==> src/rtl/parity_frame_rx_if.sv <==
// Serial-in / frame-out bundle for parity_frame_rx; master drives the bit stream, slave is the receiver.
// Outputs are all registered in the receiver; x_valid is the only flow control (no backpressure).
interface parity_frame_rx_if #(
   parameter int DATA_W = 8
);
   logic              x;
   logic              x_valid;
   logic [DATA_W-1:0] data_out;
   logic              frame_valid;
   logic              parity_err;
   logic              frame_err;
   logic              busy;

   modport master (
      output x, x_valid,
      input  data_out, frame_valid, parity_err, frame_err, busy
   );

   modport slave (
      input  x, x_valid,
      output data_out, frame_valid, parity_err, frame_err, busy
   );
endinterface

==> src/rtl/parity_frame_rx.sv <==
// Deframes start/DATA_W data (LSB first)/parity/stop serial frames and flags parity and framing errors.
// Result pulses one cycle after the stop-bit sample; x_valid=0 stalls all state, no backpressure upstream.
module parity_frame_rx #(
   parameter int DATA_W     = 8,
   parameter int PARITY_ODD = 0
) (
   input  logic               clk,
   input  logic               reset,
   parity_frame_rx_if.slave   bus
);
   localparam int CNT_W   = (DATA_W > 1) ? $clog2(DATA_W) : 1;
   localparam bit ODD_BIT = (PARITY_ODD != 0);

   typedef enum logic [1:0] {IDLE, DATA, PARITY, STOP} state_t;

   state_t            state;
   logic [CNT_W-1:0]  cnt;
   logic              run_par;
   logic              par_err;
   logic [DATA_W-1:0] shreg;
   logic [DATA_W-1:0] data_q;
   logic              fvld_q;
   logic              perr_q;
   logic              ferr_q;
   logic              busy_q;

   always_ff @(posedge clk) begin
      if (!reset) begin
         state   <= IDLE;
         cnt     <= '0;
         run_par <= 1'b0;
         par_err <= 1'b0;
         shreg   <= '0;
         data_q  <= '0;
         fvld_q  <= 1'b0;
         perr_q  <= 1'b0;
         ferr_q  <= 1'b0;
         busy_q  <= 1'b0;
      end else begin
         fvld_q <= 1'b0;
         if (bus.x_valid) begin
            case (state)
               IDLE: begin
                  if (!bus.x) begin
                     state   <= DATA;
                     cnt     <= '0;
                     run_par <= 1'b0;
                     busy_q  <= 1'b1;
                  end
               end
               DATA: begin
                  // Shift in at the MSB so the first bit ends up in bit 0.
                  shreg   <= {bus.x, shreg[DATA_W-1:1]};
                  run_par <= run_par ^ bus.x;
                  cnt     <= cnt + 1'b1;
                  if (cnt == CNT_W'(DATA_W - 1))
                     state <= PARITY;
               end
               PARITY: begin
                  run_par <= run_par ^ bus.x;
                  par_err <= ((run_par ^ bus.x) != ODD_BIT);
                  state   <= STOP;
               end
               STOP: begin
                  state  <= IDLE;
                  busy_q <= 1'b0;
                  data_q <= shreg;
                  perr_q <= par_err;
                  ferr_q <= ~bus.x;
                  fvld_q <= 1'b1;
               end
               default: state <= IDLE;
            endcase
         end
      end
   end

   assign bus.data_out    = data_q;
   assign bus.frame_valid = fvld_q;
   assign bus.parity_err  = perr_q;
   assign bus.frame_err   = ferr_q;
   assign bus.busy        = busy_q;
endmodule

==> src/flat_wrapper.sv <==
// flat-port wrapper written by rule: the top's interface ports become plain ports
module parity_frame_rx_flat 
#(
   parameter int DATA_W     = 8,
   parameter int PARITY_ODD = 0
)
  (clk, reset, bus_x, bus_x_valid, bus_data_out, bus_frame_valid, bus_parity_err, bus_frame_err, bus_busy);
  parity_frame_rx_if #(.DATA_W(DATA_W)) bus_i ();
  input  logic clk;
  input  logic reset;
  input wire logic [$bits(bus_i.x)-1:0] bus_x;
  input wire logic [$bits(bus_i.x_valid)-1:0] bus_x_valid;
  output wire logic [$bits(bus_i.data_out)-1:0] bus_data_out;
  output wire logic [$bits(bus_i.frame_valid)-1:0] bus_frame_valid;
  output wire logic [$bits(bus_i.parity_err)-1:0] bus_parity_err;
  output wire logic [$bits(bus_i.frame_err)-1:0] bus_frame_err;
  output wire logic [$bits(bus_i.busy)-1:0] bus_busy;
  assign bus_i.x = bus_x;
  assign bus_i.x_valid = bus_x_valid;
  assign bus_data_out = bus_i.data_out;
  assign bus_frame_valid = bus_i.frame_valid;
  assign bus_parity_err = bus_i.parity_err;
  assign bus_frame_err = bus_i.frame_err;
  assign bus_busy = bus_i.busy;
  parity_frame_rx #(.DATA_W(DATA_W), .PARITY_ODD(PARITY_ODD)) u_core (.clk(clk), .reset(reset), .bus(bus_i));
endmodule
==> config.mk <==
export PLATFORM = sky130hd
export DESIGN_NAME = parity_frame_rx_flat
export DESIGN_NICKNAME = d
export VERILOG_FILES = /design/src/rtl/parity_frame_rx_if.sv /design/src/rtl/parity_frame_rx.sv /design/src/flat_wrapper.sv
export SDC_FILE = /design/constraint.sdc
export NUM_CORES = 1
export LEC_CHECK = 0
export ABC_AREA = 1
export CORE_UTILIZATION = 45
export CTS_CLUSTER_DIAMETER = 40
export CTS_CLUSTER_SIZE = 28
export DETAILED_ROUTE_END_ITERATION = 12
export PLACE_DENSITY_LB_ADDON = 0.05
export SLEW_MARGIN = 20
export SYNTH_ARGS = -nofsm -noshare
export SYNTH_HDL_FRONTEND = slang
export SYNTH_SLANG_ARGS = --single-unit
==> constraint.sdc <==
create_clock -name clk -period 1.1 [get_ports clk]
set_input_delay 0.22 -clock clk [delete_from_list [all_inputs] [get_ports clk]]
set_output_delay 0.22 -clock clk [all_outputs]
set_load 0.005 [all_outputs]
# Word-level counts from Yosys, hierarchy flattened
# Cells that the tools add are included.
[totals] ff_bits=27 out_inout_bits=12 word_cells=42
[classes] n_addsub=1 eq_ne=6 mux=10 bitwise=2 n_reduce_logical=13
[ops] op="$reduce_and A3 Y1" n=4
[ops] op="$pmux W2 S4" n=1
[ops] op="$reduce_and A2 Y1" n=4
[ops] op="$pmux W3 S2" n=1
[ops] op="$reduce_bool A2 Y1" n=3
[ops] op="$eq A2 B2 Y1 const B" n=2
[ops] op="$mux W2" n=2
[ops] op="$pmux W1 S2" n=2
[ops] op="$add A3 B1 Y3 const B" n=1
[ops] op="$eq A3 B3 Y1 const B" n=1
[ops] op="$mux W1" n=3
[ops] op="$mux W3" n=1
[ops] op="$eq A2 B1 Y1 const B" n=1
[ops] op="$logic_not A2 Y1" n=1
[ops] op="$ne A2 B1 Y1 const B" n=1
[ops] op="$ne A2 B2 Y1 const B" n=1
[ops] op="$reduce_or A2 Y1" n=1
[ops] op="$not A1 Y1" n=1
[ops] op="$xor A1 B1 Y1" n=1

# Longest topological paths before layout
[depth] depth_word=4 ltp_mapped=8 mapped_depth_nobuf=8

# Worst setup path after synthesis
# OpenSTA, ideal clock, no wires.
[synth_path] path_type="register to register" startpoint="reg u_core.state[0]" endpoint="reg u_core.state[1]" setup_time_ns=0.113 arrival_time_ns=1.081 required_time_ns=0.987 setup_slack_ns=-0.094 stages_incl_launch_ff=9 path_buffers=0 synth_period_minus_slack_ns=1.194 cell_sequence="dfxtp_1 > inv_1 > ha_1 > nand2_2 > nand2_1 > nor2_1 > nand2_1 > nand2_1 > nor2_1"
[synth_between] elab_chain_cells=3 elab_cells_between_ends=8 cone_classes="eq/ne (5); mux (1); reduce/logical (2)"
[synth_rtl] item="start, declared" line_no="parity_frame_rx.sv:16" text="state_t state;"
[synth_rtl] item="start signal, assigned" line_no="parity_frame_rx.sv:29" text="state <= IDLE;"
[synth_rtl] item="start signal, assigned" line_no="parity_frame_rx.sv:45" text="state <= DATA;"
[synth_rtl] item="start signal, assigned" line_no="parity_frame_rx.sv:57" text="state <= PARITY;"
[synth_rtl] item="$eq A2 B1 Y1 or $logic_not A2 Y1 (tied branches)" line_no="parity_frame_rx.sv:42" text="case (state)"
[synth_rtl] item="$ne A2 B1 Y1 (no source line) or $ne A2 B2 Y1 (tied branches)"
[synth_rtl] item="$reduce_and A3 Y1 (no source line)"
# Several ways; a longest one is shown, not always the timed one.
# A chain may end at the register's enable or synchronous reset.

# Final worst setup path
[layout_path] startpoint="reg u_core.state[1]" endpoint="reg u_core.cnt[2]"
[layout_between] elab_chain_cells=3 elab_cells_between_ends=6 cone_classes="eq/ne (2); mux (1); reduce/logical (3)"
[layout_rtl] item="$eq A2 B1 Y1 or $logic_not A2 Y1 (tied branches)" line_no="parity_frame_rx.sv:42"
[layout_rtl] item="$reduce_bool A2 Y1 (no source line) or $ne A2 B2 Y1 (tied branches)"
[layout_rtl] item="$reduce_and A3 Y1 (no source line)"
[layout_rtl] item="end signal, assigned" line_no="parity_frame_rx.sv:55" text="cnt <= cnt + 1'b1;"
[layout_rtl] item="end, declared" line_no="parity_frame_rx.sv:17" text="logic [CNT_W-1:0] cnt;"
# Several ways; a longest one is shown, not always the timed one.

==> flow_summary.rst <==
.. list-table::
   :header-rows: 1

   * - Metric
     - Value
   * - Status
     - finished with violations
   * - Violated checks
     - negative setup slack
   * - Area of placed instances
     - about 1400 um^2
   * - Worst R2R Setup Slack
     - -80 ps
   * - Maximum vdd drop
     - 0.892 mV
   * - CTS buffer count
     - 3
   * - Crit start category
     - flop
   * - H-tree levels
     - 1
   * - Endpoint arrival time on the critical path
     - between 1000 and 1500 ps
   * - Post-layout minimum cycle time
     - ~1200 ps
   * - First drt pass iteration count
     - 4
   * - Number of violations reported at the end of detailed-routing iteration 0
     - 21
   * - Placed instance count
     - 212
   * - WS Path Type
     - reg -> reg
   * - Post-Route WL
     - 2280 um
   * - Maximum number of pins on one net before global-route repair
     - 21
   * - Required @ worst endpoint
     - about 1300 ps
   * - Cell-internal power
     - 1.43 mW
   * - RSZ-0062 raised after global routing
     - true
   * - Top-level port count
     - 16
   * - Remaining antenna violation count
     - 0
   * - Clock sinks
     - 27
   * - TritonCTS clock tree
     - yes
   * - Register bit count reported by yosys
     - 27
   * - CTS clock-pin slew for the worst setup and hold paths
     - 150 ps
   * - Leading post-synthesis cells by cell area
     - sky130_fd_sc_hd__dfxtp_1 45%, sky130_fd_sc_hd__nor2_1 15%, sky130_fd_sc_hd__ha_1 7.3%
   * - Worst-case setup margin in the final layout
     - -75.6 ps
   * - Detailed-route wire length per cell
     - ~10 um
   * - Number of library cell types mapped by synthesis
     - 20
   * - Count of antenna diodes in the layout
     - 0
   * - Max capacitance violation total
     - 0
   * - Combined area of all synthesized cells
     - between 1000 and 1500 um^2
   * - Leakage dissipation
     - between 0.7 and 0.8 nW
   * - # hold bufs at CTS
     - 0
   * - Setup violators final
     - 11
   * - Root Buffer
     - sky130_fd_sc_hd__clkbuf_4
   * - Die X-Extent
     - 53.7 um
   * - Number of warnings reported in the yosys synthesis log
     - 0
   * - Power share of the sequential group
     - 0.541
   * - Post-Syn Area per Cell
     - between 7 and 8 um^2
   * - Clock Power Share
     - 0.202
   * - Syn Nets
     - 174
   * - Most common cell after layout, fill and taps aside
     - sky130_fd_sc_hd__nor2_1
   * - Post-detail-place hpwl
     - 1650 um
   * - Remaining DRCs
     - 0
   * - Number of buffer cells added on primary ports
     - 15
   * - Count of standard-cell rows
     - 18
   * - Gate Count Post-Synth
     - 163
   * - Number of buffers on the longest clock path
     - 2
   * - Avg Vias per Cell
     - between 4 and 5
   * - Highest fanout seen on the critical path
     - 7
   * - Post-route clock skew
     - approximately 11 ps
   * - Total power after layout
     - just over 2 mW
   * - Gp weighted congestion
     - 0.815
   * - Cell type with the largest total area after synthesis
     - sky130_fd_sc_hd__dfxtp_1
   * - Post-Layout Inst Area
     - 1580 um^2
   * - GR Overflow Total
     - 0
   * - Number of antenna violations at the first check in global routing
     - 0
   * - Insertion delay to the later sink of the worst-skew pair
     - between 300 and 400 ps
   * - Net total in the final layout
     - roughly 200
   * - Logic gate share of total power
     - 0.256
   * - First-pass GRT wire length
     - roughly 3800 um
   * - Slew @ Worst Pin
     - 196 ps
   * - Sequential-to-total area share from yosys stat
     - 0.449
   * - Max Clock Freq
     - between 800 and 900 MHz
   * - Total count of hold-check failures in the final report
     - 0
   * - Std-Cell Core Area
     - ~2500 um^2
   * - Synth-to-layout area growth
     - 31.3%
   * - Die Ht
     - around 54 um
   * - Initial core utilization
     - 0.482
   * - Period utilization
     - 1.07
   * - Full die area
     - between 2000 and 3000 um^2
   * - Net switching fraction of the power
     - 0.304
   * - Max transition margin
     - 0.869
   * - Power per cell area
     - roughly 1300 nW/um^2
   * - Number of max-slew violations in the final report
     - 0
   * - Number of global-route vias before repair
     - ~940
   * - Total number of vias
     - between 1,000 and 1,500
   * - Path class of the lowest-slack min-delay path
     - reg -> reg
   * - Share of layout cells above drive strength 1
     - 0.392
   * - Fraction of post-synthesis cell area in the top cell type by area
     - 0.449
   * - Commonest cells after routing, fill and taps aside
     - 39 x sky130_fd_sc_hd__nor2_1, 20 x sky130_fd_sc_hd__nand2_1, 17 x sky130_fd_sc_hd__o21ai_1
   * - Capturing element type of the critical path
     - flop
   * - Power spent charging and discharging nets
     - 0.624 mW
   * - Non-filler cells in the finished layout
     - 219
   * - Global-route usage over all layers
     - 0.182
## kinds of logic after synthesis
| kind of cell | synth area share |
|---|---|
| AND/OR/NAND/NOR | 0.272 |
| AO/OA/AOI/OAI | 0.106 |
| flip-flops | 0.449 |
| adder cells (fa/ha/maj) | 0.0727 |
| buffers and inverters | 0.101 |
## layout make-up
| class | instances | area [um^2] |
|---|---|---|
| fill | 223 | 918 |
| multi-input combinational | 111 | 662 |
| sequential | 27 | 566 |
| timing repair buffer | 27 | 196 |
| inverter | 19 | 83.8 |
| tap | 30 | 37.5 |
| clock buffer | 3 | 22.5 |
| timing repair inverter | 1 | 8.76 |
| clock inverter | 1 | 5.00 |
## state kept, by name (all words and copies together) (netlist names)
name / cells
u_core.run_par: 1
u_core.par_err: 1
u_core.cnt: 3
u_core.bus.busy: 1
u_core.bus.data_out: 8
u_core.state: 2
u_core.shreg: 8
u_core.bus.frame_err: 1
u_core.bus.frame_valid: 1
u_core.bus.parity_err: 1
## timing repair
item	in CTS	in global routing
endpoints found under the hold margin	0	0
pin swaps	10	4
setup buffers	2	0
setup endpoints to repair	29	37
cloned	1	0
gates resized for setup	57	29
## routing by layer
layer / vias up / GRT usage / part of all wire
met4: 0 / 0.0833 / 0.016
met5: - / 0 / 0
li1: 555 / - / -
met3: 4 / 0.0367 / 0.032
met1: 474 / 0.197 / 0.45
met2: 17 / 0.335 / 0.50
## worst paths after layout
kind,startpoint,to,cells after the start
hold reg to reg,u_core.bus.busy$_SDFFE_PN0P_,u_core.bus.busy$_SDFFE_PN0P_,2
hold / removal,u_core.bus.busy$_SDFFE_PN0P_,u_core.bus.busy$_SDFFE_PN0P_,2
setup / recovery,u_core.state[1]$_SDFFE_PN0P_,u_core.cnt[2]$_SDFFE_PN0P_,7
setup reg to reg,u_core.state[1]$_SDFFE_PN0P_,u_core.cnt[2]$_SDFFE_PN0P_,7
## power groups by stage
stage / sequential (mW) / combinational [mW] / clock (mW)
after floorplan: 1.11 / 0.298 / 0
after global placement: 1.11 / 0.418 / 0
after detailed placement: 1.12 / 0.431 / 0
after CTS: 1.10 / 0.503 / 0.427
after global routing: 1.12 / 0.596 / 0.472
final: 1.11 / 0.526 / 0.415
## worst max-delay path, stage by stage (launching register included)
cell                      delay (ps)
sky130_fd_sc_hd__dfxtp_4         390
sky130_fd_sc_hd__inv_4            80
sky130_fd_sc_hd__ha_4            220
sky130_fd_sc_hd__inv_2            60
sky130_fd_sc_hd__nand2_1          70
sky130_fd_sc_hd__nand3_2         100
sky130_fd_sc_hd__nor2_1          120
sky130_fd_sc_hd__nor2_1           50
## cell usage after synthesis
master,instances
sky130_fd_sc_hd__inv_1,16
sky130_fd_sc_hd__nand2_4,1
sky130_fd_sc_hd__buf_4,1
sky130_fd_sc_hd__dfxtp_1,27
sky130_fd_sc_hd__nand3_1,5
sky130_fd_sc_hd__nand2_1,21
sky130_fd_sc_hd__ha_1,7
sky130_fd_sc_hd__a21oi_2,1
sky130_fd_sc_hd__nor2_1,49
sky130_fd_sc_hd__o21ai_2,1
sky130_fd_sc_hd__o21ai_0,7
sky130_fd_sc_hd__nand3_2,1
sky130_fd_sc_hd__inv_2,2
sky130_fd_sc_hd__o21ai_1,12
sky130_fd_sc_hd__nand2_2,2
sky130_fd_sc_hd__buf_2,3
sky130_fd_sc_hd__or2_2,1
sky130_fd_sc_hd__clkinv_4,1
sky130_fd_sc_hd__buf_6,2
sky130_fd_sc_hd__a21oi_1,3
## per-stage QoR
stage,hold slack (ps),setup TNS (ps),setup slack (ps),utilization
floorplan,309,0,0.290,-
global placement,449,-5150,-241,0.578
detailed placement,448,-5340,-257,0.578
CTS,469,-466,-62.9,0.635
global route,485,-1520,-158,0.633
finish,466,-311,-75.6,0.633
No activity file was read; power rests on OpenSTA's default activity.
